--- src/rtl/apb_pkg.sv ---
`default_nettype none
// ============================================================================
//  Module      : apb_pkg
//  Description : Shared types for the APB requester: FSM state encoding,
//                default bus widths and the response record.
//  Revision    : 1.0 - initial release
// ============================================================================
package apb_pkg;

    localparam int unsigned APB_ADDR_W = 32;
    localparam int unsigned APB_DATA_W = 32;

    typedef enum logic [1:0] {
        APB_IDLE   = 2'd0,
        APB_SETUP  = 2'd1,
        APB_ACCESS = 2'd2
    } apb_state_e;

    // Completion record; rdata is sized to the package default data width
    typedef struct packed {
        logic [APB_DATA_W-1:0] rdata;
        logic                  err;
        logic                  timeout;
    } apb_rsp_t;

endpackage
`default_nettype wire

--- src/rtl/apb_if.sv ---
`default_nettype none
// ============================================================================
//  Module      : apb_if
//  Description : APB bus bundle with requester/completer modports and
//                protocol assertions (enable implies select, SETUP is followed
//                by ACCESS, address/data stable in ACCESS, no X on controls).
//  Revision    : 1.0 - initial release
// ============================================================================
interface apb_if
    import apb_pkg::*;
#(
    parameter int unsigned ADDR_W = APB_ADDR_W,
    parameter int unsigned DATA_W = APB_DATA_W
) (
    input logic Pclk,
    input logic Prst
);

    logic [ADDR_W-1:0] Paddr;
    logic              Pselx;
    logic              Penable;
    logic              Pwrite;
    logic [DATA_W-1:0] Pwdata;
    logic              Pready;
    logic              Pslverr;
    logic [DATA_W-1:0] Prdata;

    modport master (
        output Paddr, Pselx, Penable, Pwrite, Pwdata,
        input  Pready, Pslverr, Prdata
    );

    modport slave (
        input  Paddr, Pselx, Penable, Pwrite, Pwdata,
        output Pready, Pslverr, Prdata
    );

    a_enable_needs_select: assert property (@(posedge Pclk) disable iff (Prst)
        Penable |-> Pselx);

    a_setup_then_access: assert property (@(posedge Pclk) disable iff (Prst)
        (Pselx && !Penable) |=> (Pselx && Penable));

    a_setup_stable: assert property (@(posedge Pclk) disable iff (Prst)
        (Pselx && !Penable) |=> ($stable(Paddr) && $stable(Pwdata) && $stable(Pwrite)));

    // A wait state either continues the same transfer or the transfer was aborted
    a_wait_stable: assert property (@(posedge Pclk) disable iff (Prst)
        (Penable && !Pready) |=> (!Pselx || ($stable(Paddr) && $stable(Pwdata) && $stable(Pwrite))));

    a_ctrl_known: assert property (@(posedge Pclk) disable iff (Prst)
        !$isunknown({Pselx, Penable, Pwrite}));

endinterface
`default_nettype wire

--- src/rtl/apb_wait_timer.sv ---
`default_nettype none
// ============================================================================
//  Module      : apb_wait_timer
//  Description : Counts ACCESS wait cycles; expired_o flags the last allowed
//                wait cycle (count == TIMEOUT-1). TIMEOUT = 0 removes the
//                counter and never expires.
//  Revision    : 1.0 - initial release
// ============================================================================
module apb_wait_timer #(
    parameter int unsigned TIMEOUT = 64
) (
    input  logic clk_i,
    input  logic rst_i,
    input  logic clear_i,
    input  logic inc_i,
    output logic expired_o
);

    generate
        if (TIMEOUT != 0) begin : g_timer
            localparam int unsigned      CNT_W  = $clog2(TIMEOUT + 1);
            localparam logic [CNT_W-1:0] C_LAST = CNT_W'(TIMEOUT - 1);

            logic [CNT_W-1:0] count_q;
            logic [CNT_W-1:0] count_d;

            // Clear outside ACCESS, count each wait cycle inside it
            always_comb begin
                count_d = count_q;
                if (clear_i) begin
                    count_d = '0;
                end else if (inc_i) begin
                    count_d = count_q + 1'b1;
                end
            end

            // Counter register
            always_ff @(posedge clk_i or posedge rst_i) begin
                if (rst_i) begin
                    count_q <= '0;
                end else begin
                    count_q <= count_d;
                end
            end

            assign expired_o = (count_q == C_LAST);
        end else begin : g_off
            assign expired_o = 1'b0;
        end
    endgenerate

endmodule
`default_nettype wire

--- src/rtl/apb_master_bridge.sv ---
`default_nettype none
// ============================================================================
//  Module      : apb_master_bridge
//  Description : APB requester. Converts a valid/ready command stream into
//                APB SETUP/ACCESS transfers and returns one response pulse per
//                command, with PREADY wait states, PSLVERR and a wait timeout.
//  Revision    : 1.0 - initial release
// ============================================================================
module apb_master_bridge
    import apb_pkg::*;
#(
    parameter int unsigned ADDR_W  = APB_ADDR_W,
    parameter int unsigned DATA_W  = APB_DATA_W,
    parameter int unsigned TIMEOUT = 64
) (
    input  logic              Pclk,
    input  logic              Prst,
    input  logic              cmd_valid_i,
    output logic              cmd_ready_o,
    input  logic              cmd_write_i,
    input  logic [ADDR_W-1:0] cmd_addr_i,
    input  logic [DATA_W-1:0] cmd_wdata_i,
    output logic              rsp_valid_o,
    output logic [DATA_W-1:0] rsp_rdata_o,
    output logic              rsp_err_o,
    output logic              rsp_timeout_o,
    apb_if.master             apb
);

    apb_state_e        state_q;
    apb_state_e        state_d;
    logic [ADDR_W-1:0] paddr_q;
    logic [ADDR_W-1:0] paddr_d;
    logic              pwrite_q;
    logic              pwrite_d;
    logic [DATA_W-1:0] pwdata_q;
    logic [DATA_W-1:0] pwdata_d;
    logic              rsp_valid_q;
    logic              rsp_valid_d;
    apb_rsp_t          rsp_q;
    apb_rsp_t          rsp_d;

    logic              w_cmd_ready;
    logic              w_expired;
    logic              w_timer_clear;
    logic              w_timer_inc;

    assign w_timer_clear = (state_q != APB_ACCESS);
    assign w_timer_inc   = (state_q == APB_ACCESS) && !apb.Pready;

    apb_wait_timer #(
        .TIMEOUT (TIMEOUT)
    ) u_wait_timer (
        .clk_i     (Pclk),
        .rst_i     (Prst),
        .clear_i   (w_timer_clear),
        .inc_i     (w_timer_inc),
        .expired_o (w_expired)
    );

    // Next state, command handshake and completion record
    always_comb begin
        state_d     = state_q;
        paddr_d     = paddr_q;
        pwrite_d    = pwrite_q;
        pwdata_d    = pwdata_q;
        rsp_valid_d = 1'b0;
        rsp_d       = '0;
        w_cmd_ready = 1'b0;

        case (state_q)
            APB_IDLE: begin
                w_cmd_ready = 1'b1;
            end
            APB_SETUP: begin
                state_d = APB_ACCESS;
            end
            APB_ACCESS: begin
                if (apb.Pready) begin
                    // Completion frees the bus, so a new command may start now
                    w_cmd_ready   = 1'b1;
                    rsp_valid_d   = 1'b1;
                    rsp_d.rdata   = pwrite_q ? {APB_DATA_W{1'b0}} : APB_DATA_W'(apb.Prdata);
                    rsp_d.err     = apb.Pslverr;
                    state_d       = APB_IDLE;
                end else if (w_expired) begin
                    rsp_valid_d   = 1'b1;
                    rsp_d.err     = 1'b1;
                    rsp_d.timeout = 1'b1;
                    state_d       = APB_IDLE;
                end
            end
            default: begin
                state_d = APB_IDLE;
            end
        endcase

        if (cmd_valid_i && w_cmd_ready) begin
            state_d  = APB_SETUP;
            paddr_d  = cmd_addr_i;
            pwrite_d = cmd_write_i;
            pwdata_d = cmd_wdata_i;
        end
    end

    // FSM state and bus address/data registers
    always_ff @(posedge Pclk or posedge Prst) begin
        if (Prst) begin
            state_q  <= APB_IDLE;
            paddr_q  <= '0;
            pwrite_q <= 1'b0;
            pwdata_q <= '0;
        end else begin
            state_q  <= state_d;
            paddr_q  <= paddr_d;
            pwrite_q <= pwrite_d;
            pwdata_q <= pwdata_d;
        end
    end

    // Response registers; fields are zero whenever no pulse is issued
    always_ff @(posedge Pclk or posedge Prst) begin
        if (Prst) begin
            rsp_valid_q <= 1'b0;
            rsp_q       <= '0;
        end else begin
            rsp_valid_q <= rsp_valid_d;
            rsp_q       <= rsp_d;
        end
    end

    // Select/enable decode straight from the state register: glitch-free
    // and forced low the instant reset is applied
    assign apb.Pselx   = (state_q != APB_IDLE);
    assign apb.Penable = (state_q == APB_ACCESS);
    assign apb.Paddr   = paddr_q;
    assign apb.Pwrite  = pwrite_q;
    assign apb.Pwdata  = pwdata_q;

    assign cmd_ready_o   = w_cmd_ready;
    assign rsp_valid_o   = rsp_valid_q;
    assign rsp_rdata_o   = DATA_W'(rsp_q.rdata);
    assign rsp_err_o     = rsp_q.err;
    assign rsp_timeout_o = rsp_q.timeout;

endmodule
`default_nettype wire

--- src/flat_wrapper.sv ---
// flat-port wrapper written by rule: the top's interface ports become plain ports
module apb_master_bridge_flat import apb_pkg::*;
#(
    parameter int unsigned ADDR_W  = APB_ADDR_W,
    parameter int unsigned DATA_W  = APB_DATA_W,
    parameter int unsigned TIMEOUT = 64
)
  (Pclk, Prst, cmd_valid_i, cmd_ready_o, cmd_write_i, cmd_addr_i, cmd_wdata_i, rsp_valid_o, rsp_rdata_o, rsp_err_o, rsp_timeout_o, apb_Paddr, apb_Pselx, apb_Penable, apb_Pwrite, apb_Pwdata, apb_Pready, apb_Pslverr, apb_Prdata);
  apb_if #(.ADDR_W(ADDR_W), .DATA_W(DATA_W)) apb_i (.Pclk(Pclk), .Prst(Prst));
  input  logic Pclk;
  input  logic Prst;
  input  logic cmd_valid_i;
  output logic cmd_ready_o;
  input  logic cmd_write_i;
  input  logic [ADDR_W-1:0] cmd_addr_i;
  input  logic [DATA_W-1:0] cmd_wdata_i;
  output logic rsp_valid_o;
  output logic [DATA_W-1:0] rsp_rdata_o;
  output logic rsp_err_o;
  output logic rsp_timeout_o;
  output wire logic [$bits(apb_i.Paddr)-1:0] apb_Paddr;
  output wire logic [$bits(apb_i.Pselx)-1:0] apb_Pselx;
  output wire logic [$bits(apb_i.Penable)-1:0] apb_Penable;
  output wire logic [$bits(apb_i.Pwrite)-1:0] apb_Pwrite;
  output wire logic [$bits(apb_i.Pwdata)-1:0] apb_Pwdata;
  input wire logic [$bits(apb_i.Pready)-1:0] apb_Pready;
  input wire logic [$bits(apb_i.Pslverr)-1:0] apb_Pslverr;
  input wire logic [$bits(apb_i.Prdata)-1:0] apb_Prdata;
  assign apb_Paddr = apb_i.Paddr;
  assign apb_Pselx = apb_i.Pselx;
  assign apb_Penable = apb_i.Penable;
  assign apb_Pwrite = apb_i.Pwrite;
  assign apb_Pwdata = apb_i.Pwdata;
  assign apb_i.Pready = apb_Pready;
  assign apb_i.Pslverr = apb_Pslverr;
  assign apb_i.Prdata = apb_Prdata;
  apb_master_bridge #(.ADDR_W(ADDR_W), .DATA_W(DATA_W), .TIMEOUT(TIMEOUT)) u_core (.Pclk(Pclk), .Prst(Prst), .cmd_valid_i(cmd_valid_i), .cmd_ready_o(cmd_ready_o), .cmd_write_i(cmd_write_i), .cmd_addr_i(cmd_addr_i), .cmd_wdata_i(cmd_wdata_i), .rsp_valid_o(rsp_valid_o), .rsp_rdata_o(rsp_rdata_o), .rsp_err_o(rsp_err_o), .rsp_timeout_o(rsp_timeout_o), .apb(apb_i));
endmodule
--- config.mk ---
export PLATFORM = sky130hd
export DESIGN_NAME = apb_master_bridge_flat
export DESIGN_NICKNAME = d
export VERILOG_FILES = /design/src/rtl/apb_pkg.sv /design/src/rtl/apb_if.sv /design/src/rtl/apb_wait_timer.sv /design/src/rtl/apb_master_bridge.sv /design/src/flat_wrapper.sv
export SDC_FILE = /design/constraint.sdc
export NUM_CORES = 1
export LEC_CHECK = 0
export ABC_AREA = 1
export CORE_UTILIZATION = 30
export DETAILED_ROUTE_END_ITERATION = 8
export HOLD_SLACK_MARGIN = 0.15
export SLEW_MARGIN = 25
export SYNTH_ARGS = -nofsm -noshare
export SYNTH_HDL_FRONTEND = slang
export SYNTH_HIERARCHICAL = 1
export SYNTH_SLANG_ARGS = --single-unit
--- constraint.sdc ---
create_clock -name Pclk -period 4.2 [get_ports Pclk]
set_input_delay 0.42 -clock Pclk [delete_from_list [all_inputs] [get_ports Pclk]]
set_output_delay 0.42 -clock Pclk [all_outputs]
set_load 0.05 [all_outputs]
==> load_flow_metrics.sql <==
INSERT INTO impl_metrics (metric_group, metric, value, unit) VALUES
('status', 'status', 'finished clean', ''),
('critical_path', 'timing.critical_path.to_type', 'output pin', ''),
('finish', 'number_of_cells_in_the_finished_layout_apart_from_fillers', '840', ''),
('power', 'power_density', '523', 'nW/um2'),
('critical_path', 'timing.critical_path.required', '3780', 'ps'),
('routing', 'avgViaCountPerCell', '4.72', ''),
('timing', 'final_hold_viol_count', '0', ''),
('finish', 'layout_cells_sized_above_1', '6.52', '%'),
('timing', 'report.final.slew_viol_count', '0', ''),
('clock_tree', 'post_cts_hold_buffer_count', '0', ''),
('routing', 'route.vias.total', '3961', ''),
('critical_path', 'setup.worst_path.start', 'u_core/state_q[0]', ''),
('yosys', 'synthesis.yosys.warnings', '6', ''),
('routing', 'route.detailed.wl_per_inst', '15.6', 'um'),
('placed_design', 'buffer_ports.inserted', '204', ''),
('yosys', 'synth-seq-cells', '109', ''),
('die', 'io_pins', '205', ''),
('timing', 'max_freq', '347', 'MHz'),
('critical_path', 'slowest_delay', '900', 'ps'),
('job', 'maximum_capacitance_violations', '0', ''),
('power', 'static-leakage-power', '3.10', 'nW'),
('routing', 'postRouteAntennaNets', '0', ''),
('placed_design', 'dpl.hpwl', '8.99', 'mm'),
('power', 'ir_drop', '245', 'uV'),
('hold_path', 'hold_path.class', 'in -> async', ''),
('clock_tree', 'number_of_setup_buffers_added_after_cts', '0', ''),
('die', 'die-width', '123', 'um'),
('critical_path', 'critPathArrivalTime', '2460', 'ps'),
('die', 'placeableCoreArea', '14100', 'um2'),
('timing', 'worst_clock_skew', '6.39', 'ps'),
('global_routing', 'grtUsageTotal', '17.2', '%'),
('routing', 'first_pass_iters', '4', ''),
('yosys', 'synth.yosys.seq_area_share', '61.7', '%'),
('clock_tree', 'clk_root_buffer_cell', 'clkbuf_16', ''),
('finish', 'area_growth_syn_to_layout', '53.5', '%'),
('timing', 'worst_slew_pin_slew', '787', 'ps'),
('timing', 'totalNegativeSetupSlack', '0', 'ps'),
('clock_tree', 'clk_path_buf_depth', '2', ''),
('critical_path', 'timing.rr.start', 'u_core/state_q[0]', ''),
('critical_path', 'worst_path_max_delay_cell', 'clkdlybuf4s50_1', ''),
('global_routing', 'grt_start_max_net_pins', '87', ''),
('timing', 'setup_repair_after_global_routing_missed_its_margin', 'no', ''),
('critical_path', 'critical_path.startpoint_type', 'flip-flop', ''),
('timing', 'timing.final.setup_violations', '0', ''),
('timing', 'maxSlewHeadroom', '47.5', '%'),
('finish', 'antennaDiodeCount', '0', ''),
('routing', 'finalWirelength', '13.1', 'mm'),
('yosys', 'post_synth_inst_count', '470', ''),
('finish', 'utilization', '48.0', '%'),
('global_routing', 'grt_pass1_vias', '3803', ''),
('critical_path', 'cp_num_cells', '4', ''),
('timing', 'post-route-period-util', '68.6', '%'),
('global_routing', 'antenna_found_initial', '0', ''),
('critical_path', 'crit_top_cell', 'inv_2', ''),
('global_routing', 'globalRouteOverflowTotal', '0', ''),
('die', 'initial_utilization', '31.2', '%'),
('global_routing', 'grt_pass1_wl', '20.0', 'mm'),
('clock_tree', 'tritoncts', 'built', ''),
('yosys', 'syn_nets', '573', ''),
('timing', 'final_period_minus_worst_setup_slack', '2880', 'ps'),
('yosys', 'postSynthAreaPerCell', '9.41', 'um2'),
('clock_tree', 'tritoncts.num_buffers', '9', ''),
('critical_path', 'critical_path.max_fanout', '34', ''),
('die', 'floorplan.die.height', '123', 'um'),
('finish', 'final.fill_count', '1338', ''),
('critical_path', 'cpLargestDelayFamily', 'buffers and inverters', ''),
('die', 'floorplan.rows', '43', ''),
('die', 'die_outline_area', '15200', 'um2'),
('clock_tree', 'cts.repair.resized', '0', ''),
('yosys', 'post_synth_instance_area', '4420', 'um2'),
('finish', 'final_common_cell', 'clkdlybuf4s50_1', '');
flip-flops by register name, summed over array words and instances (netlist names):
register and cells:
u_core/apb.Paddr 32, u_core/apb.Pwdata 32, u_core/rsp_rdata_o 32, u_core/u_wait_timer/g_timer.count_q 7, u_core/state_q 2, u_core/apb.Pwrite 1
u_core/rsp_err_o 1, u_core/rsp_timeout_o 1, u_core/rsp_valid_o 1
path summary, 6_finish.rpt:
check | end | slack (ps)
max reg2reg | u_core/apb.Paddr[2] | 2250
max | apb_Penable | 1320
min reg2reg | u_core/apb.Pwdata[11] | 470
min | u_core/u_wait_timer/g_timer.count_q[3] | 440
min in group Pclk | u_core/apb.Pwdata[11] | 470
max in group asynchronous | u_core/rsp_rdata_o[17] | 2810
cells in the mapped netlist, drive strengths merged:
library cell,n,share of area (%)
o21ai,3,0.34
or2,1,0.14
xnor2,1,0.20
nor3,1,0.11
nand2,180,16
nor4,1,0.14
buf,30,4.4
ha,1,0.28
nor2,46,4.7
nand4,67,9.5
a21oi,5,0.57
dfrtp,109,62
clkbuf,5,0.42
inv,15,1.3
nand3,5,0.68
through the flow:
step,setup WS [ps],hold slack [ps],instance area (um2)
after floorplan,1100,223,4420
after global placement,1670,455,6520
after detailed placement,1660,459,6520
after CTS,1290,439,6790
after global routing,1130,468,6790
final,1320,442,6790
metal layers:
metal | part of all wire, % | vias up | wire (um) | GRT usage, %
met2 | 45 | 194 | 5870 | 27.7
met5 | 0 | - | 0 | 0
met4 | 1.1 | 0 | 140 | 5.65
met3 | 8.8 | 9 | 1160 | 4.20
li1 | - | 1900 | - | -
met1 | 45 | 1858 | 5930 | 22.7
area by class of cell:
| class | count | area, um2 | area share, % |
|---|---|---|---|
| clock buffers | 11 | 243 | 3.58 |
| clock inverters | 4 | 25.0 | 0.369 |
| inverters | 15 | 61.3 | 0.904 |
| multi-input cells | 311 | 1420 | 20.9 |
| flip-flops and latches | 109 | 2730 | 40.2 |
| well taps | 180 | 225 | 3.32 |
| repair buffers | 210 | 2080 | 30.7 |
power by group:
part,total [mW],switching [mW],internal (mW)
logic,1.46,0.992,0.465
registers,1.31,0.0948,1.22
clock network,0.775,0.361,0.414
total,3.55,1.45,2.10
cell families after synthesis:
logic type                 after synthesis  synth area share [%]
AOI/OAI and AO/OA                        8                 0.906
DFF                                    109                  61.7
xor gates and xnor gates                 1                 0.198
buffers and inverters                   50                  6.14
and+or+nand+nor                        301                  30.8
adders and majority gates                1                 0.283
Note: power is estimated with default switching activity, not from simulation.
